## config.mk

```make
export PLATFORM = sky130hd
export DESIGN_NAME = analyzer_window_sequencer
export DESIGN_NICKNAME = d
export VERILOG_FILES = /design/src/rtl/analyzer_window_sequencer.sv
export SDC_FILE = /design/constraint.sdc
export NUM_CORES = 1
export LEC_CHECK = 0
export CORE_MARGIN = 2
export CORE_UTILIZATION = 45
export DETAILED_ROUTE_END_ITERATION = 12
export PLACE_DENSITY = 0.68
export RECOVER_POWER = 100
export SKIP_CTS_REPAIR_TIMING = 1
export SYNTH_ARGS = -nofsm -noshare
export SYNTH_HDL_FRONTEND = slang
export SYNTH_SLANG_ARGS = --single-unit
```

## constraint.sdc

```tcl
create_clock -name clock -period 5.9 [get_ports clock]
set_input_delay 1.18 -clock clock [delete_from_list [all_inputs] [get_ports clock]]
set_output_delay 1.18 -clock clock [all_outputs]
set_load 0.02 [all_outputs]
```

## src/rtl/analyzer_window_sequencer.sv

```systemverilog
// analyzer_window_sequencer
//
// Runs measurement windows for the three-pixel frequency analyzer manager.
// Each window clears the analyzer, pulses start, holds the measurement
// open for the configured number of clocks, raises stop to request a
// register write-back, and then waits for the write-back interrupt to
// rise and fall again. A run can be a single window, N windows, or
// continuous until aborted. Lives on the AXI clock domain.
//
// Ports
//   clock, reset          system clock, asynchronous active-high reset
//   cmd_start, cmd_abort  single-cycle run start / abort requests
//   cfg_window_cycles     window length in clocks (0 behaves as 1)
//   cfg_repeat            windows per run (0 behaves as 1)
//   cfg_continuous        run until abort, ignoring cfg_repeat
//   analyzer_start/stop/clear  controls to the analyzer manager
//   analyzer_irq          write-back complete from the manager
//   busy                  high whenever a run is in progress
//   window_done           one-cycle pulse per counted window
//   sequence_done         one-cycle pulse when a run ends
//   timeout_error         sticky, cleared by the next accepted start
//   windows_completed     windows counted in the current run

`default_nettype none

module analyzer_window_sequencer #(
    parameter int WINDOW_WIDTH       = 32,
    parameter int REPEAT_WIDTH       = 16,
    parameter int CLEAR_CYCLES       = 4,
    parameter int START_PULSE_CYCLES = 4,
    parameter int IRQ_TIMEOUT        = 1024
) (
    input  logic                    clock,
    input  logic                    reset,
    input  logic                    cmd_start,
    input  logic                    cmd_abort,
    input  logic [WINDOW_WIDTH-1:0] cfg_window_cycles,
    input  logic [REPEAT_WIDTH-1:0] cfg_repeat,
    input  logic                    cfg_continuous,
    output logic                    analyzer_start,
    output logic                    analyzer_stop,
    output logic                    analyzer_clear,
    input  logic                    analyzer_irq,
    output logic                    busy,
    output logic                    window_done,
    output logic                    sequence_done,
    output logic                    timeout_error,
    output logic [REPEAT_WIDTH-1:0] windows_completed
);

    localparam logic [2:0] S_IDLE      = 3'd0;
    localparam logic [2:0] S_CLEAR     = 3'd1;
    localparam logic [2:0] S_MEASURE   = 3'd2;
    localparam logic [2:0] S_STOP_WAIT = 3'd3;
    localparam logic [2:0] S_RELEASE   = 3'd4;

    localparam int TO_W = (IRQ_TIMEOUT > 2) ? $clog2(IRQ_TIMEOUT) : 1;
    localparam logic [TO_W-1:0]         TO_LAST    = TO_W'(IRQ_TIMEOUT - 1);
    localparam logic [WINDOW_WIDTH-1:0] CLEAR_LAST = WINDOW_WIDTH'(CLEAR_CYCLES - 1);
    localparam logic [WINDOW_WIDTH-1:0] START_LEN  = WINDOW_WIDTH'(START_PULSE_CYCLES);

    logic [2:0]              state;
    logic [WINDOW_WIDTH-1:0] cnt;          // phase counter for CLEAR and MEASURE
    logic [TO_W-1:0]         tcnt;         // irq edge timeout counter
    logic                    terminated;   // current window must not be counted
    logic                    abort_pending;

    // Run configuration, captured on an accepted start.
    logic [WINDOW_WIDTH-1:0] win_len;
    logic [REPEAT_WIDTH-1:0] rep_len;
    logic                    run_cont;

    logic                    accept_start;
    logic [WINDOW_WIDTH-1:0] cnt_inc;
    logic [WINDOW_WIDTH-1:0] win_last;
    logic [REPEAT_WIDTH:0]   wc_inc;       // one bit wider so the repeat compare cannot wrap
    logic [REPEAT_WIDTH:0]   rep_ext;

    assign accept_start = (state == S_IDLE) && cmd_start && !cmd_abort;
    assign cnt_inc      = cnt + 1'b1;
    assign win_last     = win_len - 1'b1;
    assign wc_inc       = {1'b0, windows_completed} + 1'b1;
    assign rep_ext      = {1'b0, rep_len};

    // Configuration holds data only, so it carries no reset.
    always_ff @(posedge clock) begin
        if (accept_start) begin
            win_len  <= (cfg_window_cycles == '0) ? WINDOW_WIDTH'(1) : cfg_window_cycles;
            rep_len  <= (cfg_repeat == '0) ? REPEAT_WIDTH'(1) : cfg_repeat;
            run_cont <= cfg_continuous;
        end
    end

    always_ff @(posedge clock or posedge reset) begin
        if (reset) begin
            state             <= S_IDLE;
            cnt               <= '0;
            tcnt              <= '0;
            terminated        <= 1'b0;
            abort_pending     <= 1'b0;
            analyzer_start    <= 1'b0;
            analyzer_stop     <= 1'b0;
            analyzer_clear    <= 1'b0;
            busy              <= 1'b0;
            window_done       <= 1'b0;
            sequence_done     <= 1'b0;
            timeout_error     <= 1'b0;
            windows_completed <= '0;
        end else begin
            window_done   <= 1'b0;
            sequence_done <= 1'b0;
            case (state)
                S_IDLE: begin
                    if (accept_start) begin
                        state             <= S_CLEAR;
                        cnt               <= '0;
                        terminated        <= 1'b0;
                        abort_pending     <= 1'b0;
                        timeout_error     <= 1'b0;
                        windows_completed <= '0;
                        busy              <= 1'b1;
                        analyzer_clear    <= 1'b1;
                    end
                end

                S_CLEAR: begin
                    if (cmd_abort) begin
                        state          <= S_IDLE;
                        analyzer_clear <= 1'b0;
                        busy           <= 1'b0;
                        sequence_done  <= 1'b1;
                    end else if (cnt == CLEAR_LAST) begin
                        state          <= S_MEASURE;
                        cnt            <= '0;
                        analyzer_clear <= 1'b0;
                        analyzer_start <= 1'b1;
                    end else begin
                        cnt <= cnt_inc;
                    end
                end

                S_MEASURE: begin
                    // An abort cuts the window short; write-back still runs so the
                    // manager is left consistent, but the window is not counted.
                    if (cmd_abort || (cnt == win_last)) begin
                        state          <= S_STOP_WAIT;
                        cnt            <= '0;
                        tcnt           <= '0;
                        analyzer_start <= 1'b0;
                        analyzer_stop  <= 1'b1;
                        if (cmd_abort) begin
                            terminated <= 1'b1;
                        end
                    end else begin
                        cnt            <= cnt_inc;
                        analyzer_start <= (cnt_inc < START_LEN);
                    end
                end

                S_STOP_WAIT: begin
                    if (cmd_abort) begin
                        abort_pending <= 1'b1;
                    end
                    if (analyzer_irq) begin
                        state         <= S_RELEASE;
                        tcnt          <= '0;
                        analyzer_stop <= 1'b0;
                    end else if (tcnt == TO_LAST) begin
                        state         <= S_RELEASE;
                        tcnt          <= '0;
                        analyzer_stop <= 1'b0;
                        timeout_error <= 1'b1;
                        terminated    <= 1'b1;
                    end else begin
                        tcnt <= tcnt + 1'b1;
                    end
                end

                S_RELEASE: begin
                    if (cmd_abort) begin
                        abort_pending <= 1'b1;
                    end
                    if (!analyzer_irq) begin
                        if (!terminated) begin
                            windows_completed <= wc_inc[REPEAT_WIDTH-1:0];
                            window_done       <= 1'b1;
                        end
                        if (!terminated && !abort_pending && !cmd_abort &&
                            (run_cont || (wc_inc < rep_ext))) begin
                            state          <= S_CLEAR;
                            cnt            <= '0;
                            analyzer_clear <= 1'b1;
                        end else begin
                            state         <= S_IDLE;
                            busy          <= 1'b0;
                            sequence_done <= 1'b1;
                        end
                    end else if (tcnt == TO_LAST) begin
                        state         <= S_IDLE;
                        busy          <= 1'b0;
                        sequence_done <= 1'b1;
                        timeout_error <= 1'b1;
                    end else begin
                        tcnt <= tcnt + 1'b1;
                    end
                end

                default: begin
                    state          <= S_IDLE;
                    analyzer_start <= 1'b0;
                    analyzer_stop  <= 1'b0;
                    analyzer_clear <= 1'b0;
                    busy           <= 1'b0;
                end
            endcase
        end
    end

endmodule

`default_nettype wire
```

* Word-level counts from Yosys, hierarchy flattened *
Index checks and enable logic that the tools add are counted.

word-level totals
  output and inout bits = 23
  input bits = 54
  bits in registers = 119
  logic and storage cells = 148

operators by class
  reductions and logical operators = 34
  $lt $le $gt $ge = 2
  bitwise operators = 3
  mux-type cells = 64
  eq/ne operators = 25
  add/subtract/negate cells = 4

operator list
  cell                                                                    number
  32-bit 2-to-1 mux                                                       6
  32-bit case mux with 4 select lines                                     1
  10-bit 2-to-1 mux                                                       5
  16-bit 2-to-1 mux                                                       3
  32-bit by 1-bit adder with 32-bit output, second input constant         1
  32-bit by 2-bit equality test with 1-bit output, second input constant  1
  32-bit equality test                                                    1
  32-bit logical NOT                                                      1
  32-bit by 3-bit < comparator with 1-bit output, second input constant   1
  16-bit case mux with 2 select lines                                     1
  32-bit by 1-bit subtractor with 32-bit output, second input constant    1
  1-bit 2-to-1 mux                                                        30
  10-bit case mux with 3 select lines                                     1
  2-bit != test, second input constant                                    13
  3-bit 2-to-1 mux                                                        8
  5-bit AND reduction                                                     4
  16-bit by 1-bit adder with 17-bit output, second input constant         1
  17-bit by 16-bit < comparator with 1-bit output                         1
  16-bit logical NOT                                                      1
  3-bit case mux with 5 select lines                                      1
  3-bit != test, second input constant                                    4
  1-bit case mux with 3 select lines                                      4
  4-bit AND reduction                                                     3
  10-bit by 1-bit adder with 10-bit output, second input constant         1
  other kinds (19)                                                        38

* Longest topological paths before layout *
Gate-level depths: netlist (run 1).

  depth in word-level cells = 7
  gate-level depth with buffers = 17
  depth with buffers taken out = 16

* Worst setup path after synthesis (run 1) *
OpenSTA, ideal clock, no wires.

  kind = input port to flip-flop
  from = input port cmd_abort
  to = register busy
  cell stages on the path = 5
  data required time = 5.777 ns
  path buffers = 1
  setup slack = -0.099 ns
  data arrival time = 5.876 ns
  setup time = 0.123 ns
  cell sequence = clkbuf_1 nand2b_1 nor3_1 o32ai_1 a21o_1

on the way
  elaborated cells on any way between the ends = 8
  classes of those cells = 3 x eq/ne; 5 x reduce/logical

RTL lines
  item                                  line  RTL
  start, declared                       36    input logic cmd_abort,
  1-bit logical NOT                     79    assign accept_start = (state == S_IDLE) && cmd_start && !cmd_abort;
  1-bit logical AND                     79
  via accept_start                      73    logic accept_start;
  2-bit != test (no source line)        -
  5-bit AND reduction (no source line)  -
  end signal, assigned                  104   busy <= 1'b0;
  end signal, assigned                  121   busy <= 1'b1;
  end signal, assigned                  130   busy <= 1'b0;
  end, declared                         44    output logic busy,

The timed path passes the listed nets, and every way through them passes these cells.
A chain may end at the register's enable or synchronous reset.

* Final worst setup path (run 1) *
Same ends and word-level chain as after synthesis.

==> results.sh, run 1 <==
export IMPL_start_util_pct=46.4
export IMPL_drt_first_iter_violations=408
export IMPL_ys_types=65
export IMPL_postRouteAntennaNets=0
export IMPL_syn_area_per_cell_um2=8.63
export IMPL_hp_class="flop to flop"
export IMPL_path_class="input pin to flop"
export IMPL_hold_path_startpoint="busy"
export IMPL_grt_overflow=0
export IMPL_rr_endpoint="cnt[28]"
export IMPL_tightest_slew_ns=2.84
export IMPL_crit_chain="dlygate4sd3_1, nand2b_1, nor3_4, clkbuf_1, o32ai_1, a21o_1"
export IMPL_vias=6639
export IMPL_clk_latency_ns=0.42
export IMPL_switching_share_pct=32.9
export IMPL_max_freq_mhz=207
export IMPL_critPathSlowestCell="clkbuf_1"
export IMPL_grt_max_degree=55
export IMPL_status="finished, violations left"
export IMPL_rsz0062_at_grt="no"
export IMPL_worstRegToRegCells=16
export IMPL_violations="capacitance limit, slew limit"
export IMPL_cts_inserted_buffers=17
export IMPL_viasPerCell=5.84
export IMPL_cp_arrival_ns=5.14
export IMPL_path_buf_inv=2
export IMPL_ios=77
export IMPL_coreArea_um2=16700
export IMPL_worstSetupStartpointType="input pin"
export IMPL_final_common_cell="nand2_1"
export IMPL_final_cell_mix="nand2_1, nor2_1, dlygate4sd3_1"
export IMPL_diodes=0
export IMPL_drive_gt1_share_pct=4.91
export IMPL_syn_inst=897
export IMPL_slew_violations=93
export IMPL_ys_warn_count=0
export IMPL_grt_pass1_wl_um=31500
export IMPL_final_util_pct=54.2
export IMPL_synth_flop_cell="dfrtp_1"
export IMPL_syn_cell_area_um2=7740
export IMPL_clockRootBuffer="clkbuf_16"
export IMPL_setup_viol=0
export IMPL_final_nets=976
export IMPL_area_delta_synth_final_pct=16.8
export IMPL_tritoncts="yes"
export IMPL_hold_depth=1
export IMPL_critPathMaxStageDelay_ns=2.01
export IMPL_critPathCaptureType="flop"
export IMPL_relSlewSlack_pct=-89.2
export IMPL_min_period_ns=4.84
export IMPL_ys_seq_elements=119
export IMPL_grt_util_all_layers_pct=21.9
export IMPL_clock_power_share_pct=36.3
export IMPL_antenna_found_initial=0
export IMPL_reg2reg_slack_ns=1.23
export IMPL_p_total_uw=2980
export IMPL_switchingPower_uw=979
export IMPL_num_rows=47
export IMPL_synth_async_reset_ratio_pct=58.8
export IMPL_synth_seq_area_share_pct=41.6
export IMPL_fin_setup_tns_ns=0
export IMPL_die_x_um=135
export IMPL_ir_drop_mv=0.281
export IMPL_skew_ns=0.00753
export IMPL_r2r_start="windows_completed[4]"
export IMPL_numPortBuffers=76
export IMPL_cp_max_fo=54
export IMPL_power_share_combinational_pct=26.3
export IMPL_avgRoutedWirePerCell_um=16.7
export IMPL_cts_max_level=4
export IMPL_place_detailed_hpwl_um=13700
export IMPL_cp_data_required_time_ns=6.20
export IMPL_grt_pass1_vias=6327
export IMPL_crit_family="buffers and inverters"
export IMPL_period_share_pct=82.0
export IMPL_drt_first_pass_iters=6
export IMPL_synth_enable_flop_cells=49
export IMPL_min_to="busy"
export IMPL_power_density_nw_per_um2=329
export IMPL_nFillCells=1552
export IMPL_p_leak_uw=0.00366
export IMPL_hold_violations=0
export IMPL_drc=0
export IMPL_p_int_uw=2000
export IMPL_path_clk_slew_ns=0.05
export IMPL_syn_num_nets=970
export IMPL_gp_congestion=0.890
export IMPL_numClockSinks=119
export IMPL_die_h_um=135
export IMPL_clockBufferDepth=2
export IMPL_drt_total_wl_um=19000
export IMPL_cap_violations=2
export IMPL_die_area_um2=18300
export IMPL_p_seq_share_pct=37.4
flip-flops by register name, summed over array words and instances, names as in the netlist:
register / flops
timeout_error: 1
terminated: 1
analyzer_start: 1
busy: 1
abort_pending: 1
state: 3
tcnt: 10
windows_completed: 16
run_cont: 1
win_len: 32
analyzer_stop: 1
window_done: 1
cnt: 32
rep_len: 16
sequence_done: 1
analyzer_clear: 1
through the flow:
step                      worst slack, ns  cell area, µm²  hold WS [ns]  std cells
final                                1.06            9040         0.469       1136
after global routing                0.827            9040         0.499       1136
after CTS                            1.51            9080         0.481       1136
after detailed placement             1.60            8460         0.471       1104
after global placement               1.76            8460         0.463       1104
after floorplan                      1.59            7750         0.437        897
kinds of logic after synthesis:
group           after synthesis  share of synthesized area [%]
flops                       119                           41.6
xor+xnor                     60                           6.79
simple gates                368                           24.4
fa+ha+maj                    19                           3.07
compound gates              202                           17.4
buf+inv                     126                           6.38
mux                           3                          0.388
worst max path at each step:
stage / cells past startpoint / startpoint / to / slack [ns]
2_1_floorplan: 5 / cmd_abort / busy / 1.59
3_3_place_gp: 16 / windows_completed[2] / cnt[3] / 1.76
3_5_place_dp: 16 / windows_completed[4] / cnt[18] / 1.60
4_1_cts: 16 / windows_completed[4] / cnt[3] / 1.51
5_1_grt: 6 / cmd_abort / busy / 0.83
6_report: 6 / cmd_abort / busy / 1.06
final cells by class:
type / instances / area, µm² / share of cell area (%)
well taps: 220 / 275 / 3.04
clock inverters: 8 / 118 / 1.30
clock buffers: 24 / 502 / 5.55
repair buffers: 82 / 791 / 8.74
flip-flops and latches: 119 / 3220 / 35.6
multi-input cells: 652 / 4020 / 44.4
inverters: 31 / 116 / 1.29
synthesized netlist by cell type, types with 3 or more instances:
cell      count  share of area, %
a21o_1       24               2.3
a21oi_1      36               2.3
a22o_1       23               2.6
a31oi_1       7              0.57
and2_1        5              0.40
and3_1       12              0.97
and4_1        4              0.45
clkbuf_1     88               4.3
dfrtp_1      70                23
edfxtp_1     49                19
ha_1         19               3.1
inv_1        31               1.5
mux2i_1       3              0.39
nand2_1      91               4.4
nand2b_1     12              0.97
nand3_1      35               2.3
nand4_1      15               1.2
nor2_1       76               3.7
nor2b_1       9              0.73
nor3_1       34               2.2
nor3b_1       4              0.39
nor4_1       30               2.4
o21a_1        3              0.29
o21ai_0      52               3.4
o21ai_1       3              0.19
o221ai_1      3              0.34
o22ai_1       9              0.73
o31a_1        4              0.45
o31ai_1      13               1.3
or2_2         4              0.32
or3_1        16               1.3
or4_1         7              0.68
xnor2_1      38               4.3
xor2_1       22               2.5
power groups by stage:
| stage | sequential, µW | clock, µW | combinational (µW) |
|---|---|---|---|
| final | 1110 | 1080 | 783 |
| after global routing | 1130 | 1140 | 870 |
| after CTS | 1110 | 1100 | 808 |
| after detailed placement | 1120 | 0 | 805 |
| after global placement | 1120 | 0 | 792 |
| after floorplan | 1070 | 0 | 598 |
layer usage:
layer | GRT usage, % | part of all wire (%) | wire length (µm) | vias up
li1 | - | - | - | 3241
met1 | 28.3 | 44 | 8440 | 3172
met2 | 36.1 | 49 | 9230 | 200
met3 | 5.39 | 5.1 | 966 | 26
met4 | 7.47 | 1.9 | 354 | 0
met5 | 0 | 0 | 0 | -
No activity file was read; power rests on OpenSTA's default activity.
==> run 2, diff against run 1 <==
==> constraint.sdc (replaced) <==
create_clock -name clock -period 4.79 [get_ports clock]
set_input_delay 0.958 -clock clock [delete_from_list [all_inputs] [get_ports clock]]
set_output_delay 0.958 -clock clock [all_outputs]
set_load 0.02 [all_outputs]
==> run 2 against run 1 <==
  * Highest routed layer unchanged
  * Sequential power rose by 23%
  * Routed wire length shrank 2.2%
  * Critical path type is now flop to flop
  * Largest cell class unchanged
  * The flow now finishes without violations
  * Sequential share of layout area is the same
==> results.sh, run 2 (synthesized netlist as in run 1, its figures left out) <==
export IMPL_ir_drop_mv=0.289
export IMPL_cts_max_level=4
export IMPL_final_util_pct=54.2
export IMPL_viasPerCell=5.78
export IMPL_hold_depth=1
export IMPL_hp_class="flop to flop"
export IMPL_path_class="flop to flop"
export IMPL_drt_total_wl_um=18600
export IMPL_clockRootBuffer="clkbuf_16"
export IMPL_clk_latency_ns=0.42
export IMPL_max_freq_mhz=240
export IMPL_critPathCaptureType="flop"
export IMPL_relSlewSlack_pct=10.1
export IMPL_post_place_cells=1106
export IMPL_grt_max_degree=55
export IMPL_drt_first_pass_iters=5
export IMPL_ios=77
export IMPL_num_rows=47
export IMPL_instances_no_fill=1138
export IMPL_die_x_um=135
export IMPL_switching_share_pct=33.1
export IMPL_p_seq_share_pct=37.5
export IMPL_crit_start="windows_completed[2]"
export IMPL_cp_max_fo=16
export IMPL_gp_congestion=0.883
export IMPL_status="finished, final reports clean"
export IMPL_grt_pass1_vias=6257
export IMPL_die_h_um=135
export IMPL_reg2reg_slack_ns=0.63
export IMPL_period_share_pct=86.9
export IMPL_rr_endpoint="cnt[14]"
export IMPL_nFillCells=1550
export IMPL_drive_gt1_share_pct=5.12
export IMPL_drt_first_iter_violations=518
export IMPL_power_density_nw_per_um2=404
export IMPL_start_util_pct=46.4
export IMPL_reg_top3="cnt x32, win_len x32"
export IMPL_avgRoutedWirePerCell_um=16.3
export IMPL_antenna_found_initial=0
export IMPL_multi_input_area_um2=4020
export IMPL_grt_overflow=0
export IMPL_skew_ns=0.0124
export IMPL_slew_violations=0
export IMPL_die_area_um2=18300
export IMPL_worstRegToRegCells=17
export IMPL_p_int_uw=2440
export IMPL_tightest_slew_ns=1.35
export IMPL_tritoncts="yes"
export IMPL_cp_arrival_ns=4.43
export IMPL_hold_path_startpoint="busy"
export IMPL_worstSetupStartpointType="flop"
export IMPL_grt_pass1_wl_um=31000
export IMPL_clock_power_share_pct=35.7
export IMPL_hold_violations=0
export IMPL_rsz0062_at_grt="no"
export IMPL_postRouteAntennaNets=0
export IMPL_final_common_cell="nand2_1"
export IMPL_drc=0
export IMPL_clockBufferDepth=2
export IMPL_power_share_combinational_pct=26.8
export IMPL_coreArea_um2=16700
export IMPL_setup_viol=0
export IMPL_place_detailed_hpwl_um=13500
export IMPL_area_delta_synth_final_pct=16.8
export IMPL_min_period_ns=4.16
export IMPL_switchingPower_uw=1210
export IMPL_final_nets=978
export IMPL_min_to="busy"
export IMPL_r2r_start="windows_completed[2]"
export IMPL_grt_util_all_layers_pct=21.4
export IMPL_numPortBuffers=76
export IMPL_cap_violations=0
export IMPL_final_cell_mix="nand2_1, nor2_1, dlygate4sd3_1"
export IMPL_cp_data_required_time_ns=5.06
export IMPL_diodes=0
export IMPL_path_clk_slew_ns=0.06
export IMPL_fin_setup_tns_ns=0
export IMPL_cts_inserted_buffers=17
export IMPL_regArea_um2=3220
export IMPL_p_leak_uw=0.00367
export IMPL_numClockSinks=119
export IMPL_vias=6583
run 2: layout make-up:
type,count,area share [%]
clock buffer,23,5.30
timing repair buffer,84,8.94
tap,220,3.04
sequential,119,35.6
inverter,31,1.29
clock inverter,9,1.36
multi-input combinational,652,44.4
run 2: worst max-delay path by stage:
stage | endpoint | cells past startpoint | slack, ns
global placement | cnt[29] | 16 | 0.81
CTS | cnt[28] | 16 | 0.72
global route | cnt[14] | 17 | 0.16
finish | cnt[14] | 17 | 0.63
detailed placement | cnt[7] | 16 | 0.77
floorplan | busy | 5 | 0.70
run 2: through the flow:
stage	setup WS [ns]	area [µm²]	power, µW	hold WS (ns)
floorplan	0.698	7750	2060	0.437
global placement	0.811	8470	2370	0.463
finish	0.628	9040	3650	0.476
global route	0.165	9040	3840	0.483
detailed placement	0.770	8470	2380	0.471
CTS	0.716	9080	3690	0.481
run 2: routing by layer:
layer | global-route usage, % | part of all wire, %
met1 | 27.9 | 45
met2 | 36.0 | 49
met3 | 4.45 | 4.4
met4 | 6.48 | 1.6
met5 | 0 | 0
run 2: power groups by stage:
stage               registers, µW  clock network [µW]  logic (µW)
floorplan                    1320                   0         737
global placement             1380                   0         985
detailed placement           1380                   0         999
CTS                          1360                1320        1010
global route                 1390                1370        1090
finish                       1370                1300         980
run 2: worst max-delay path: stages, from the launching register on:
cell and delay (ns):
dfrtp_1 0.44, nand3_1 0.14, nor3_1 0.22, clkbuf_1 0.23
nand2_1 0.08, nor2_1 0.29, nand3_1 0.22, nor2_1 0.17
xor2_1 0.10, ha_1 0.31, nand4b_1 0.10, a21o_1 0.17
o21ai_0 0.40, o21a_1 0.50, buf_4 0.31, nor3_1 0.08
a21oi_1 0.15, o21ai_0 0.09
==> run 3, diff against run 2 <==
--- a/config.mk
+++ b/config.mk
@@ -5,6 +5,7 @@
 export SDC_FILE = /design/constraint.sdc
 export NUM_CORES = 1
 export LEC_CHECK = 0
+export ABC_AREA = 0
 export CORE_MARGIN = 2
 export CORE_UTILIZATION = 45
 export DETAILED_ROUTE_END_ITERATION = 12
==> results of run 3 <==
No change in the layout: final DEF, timing and power equal those of run 2.
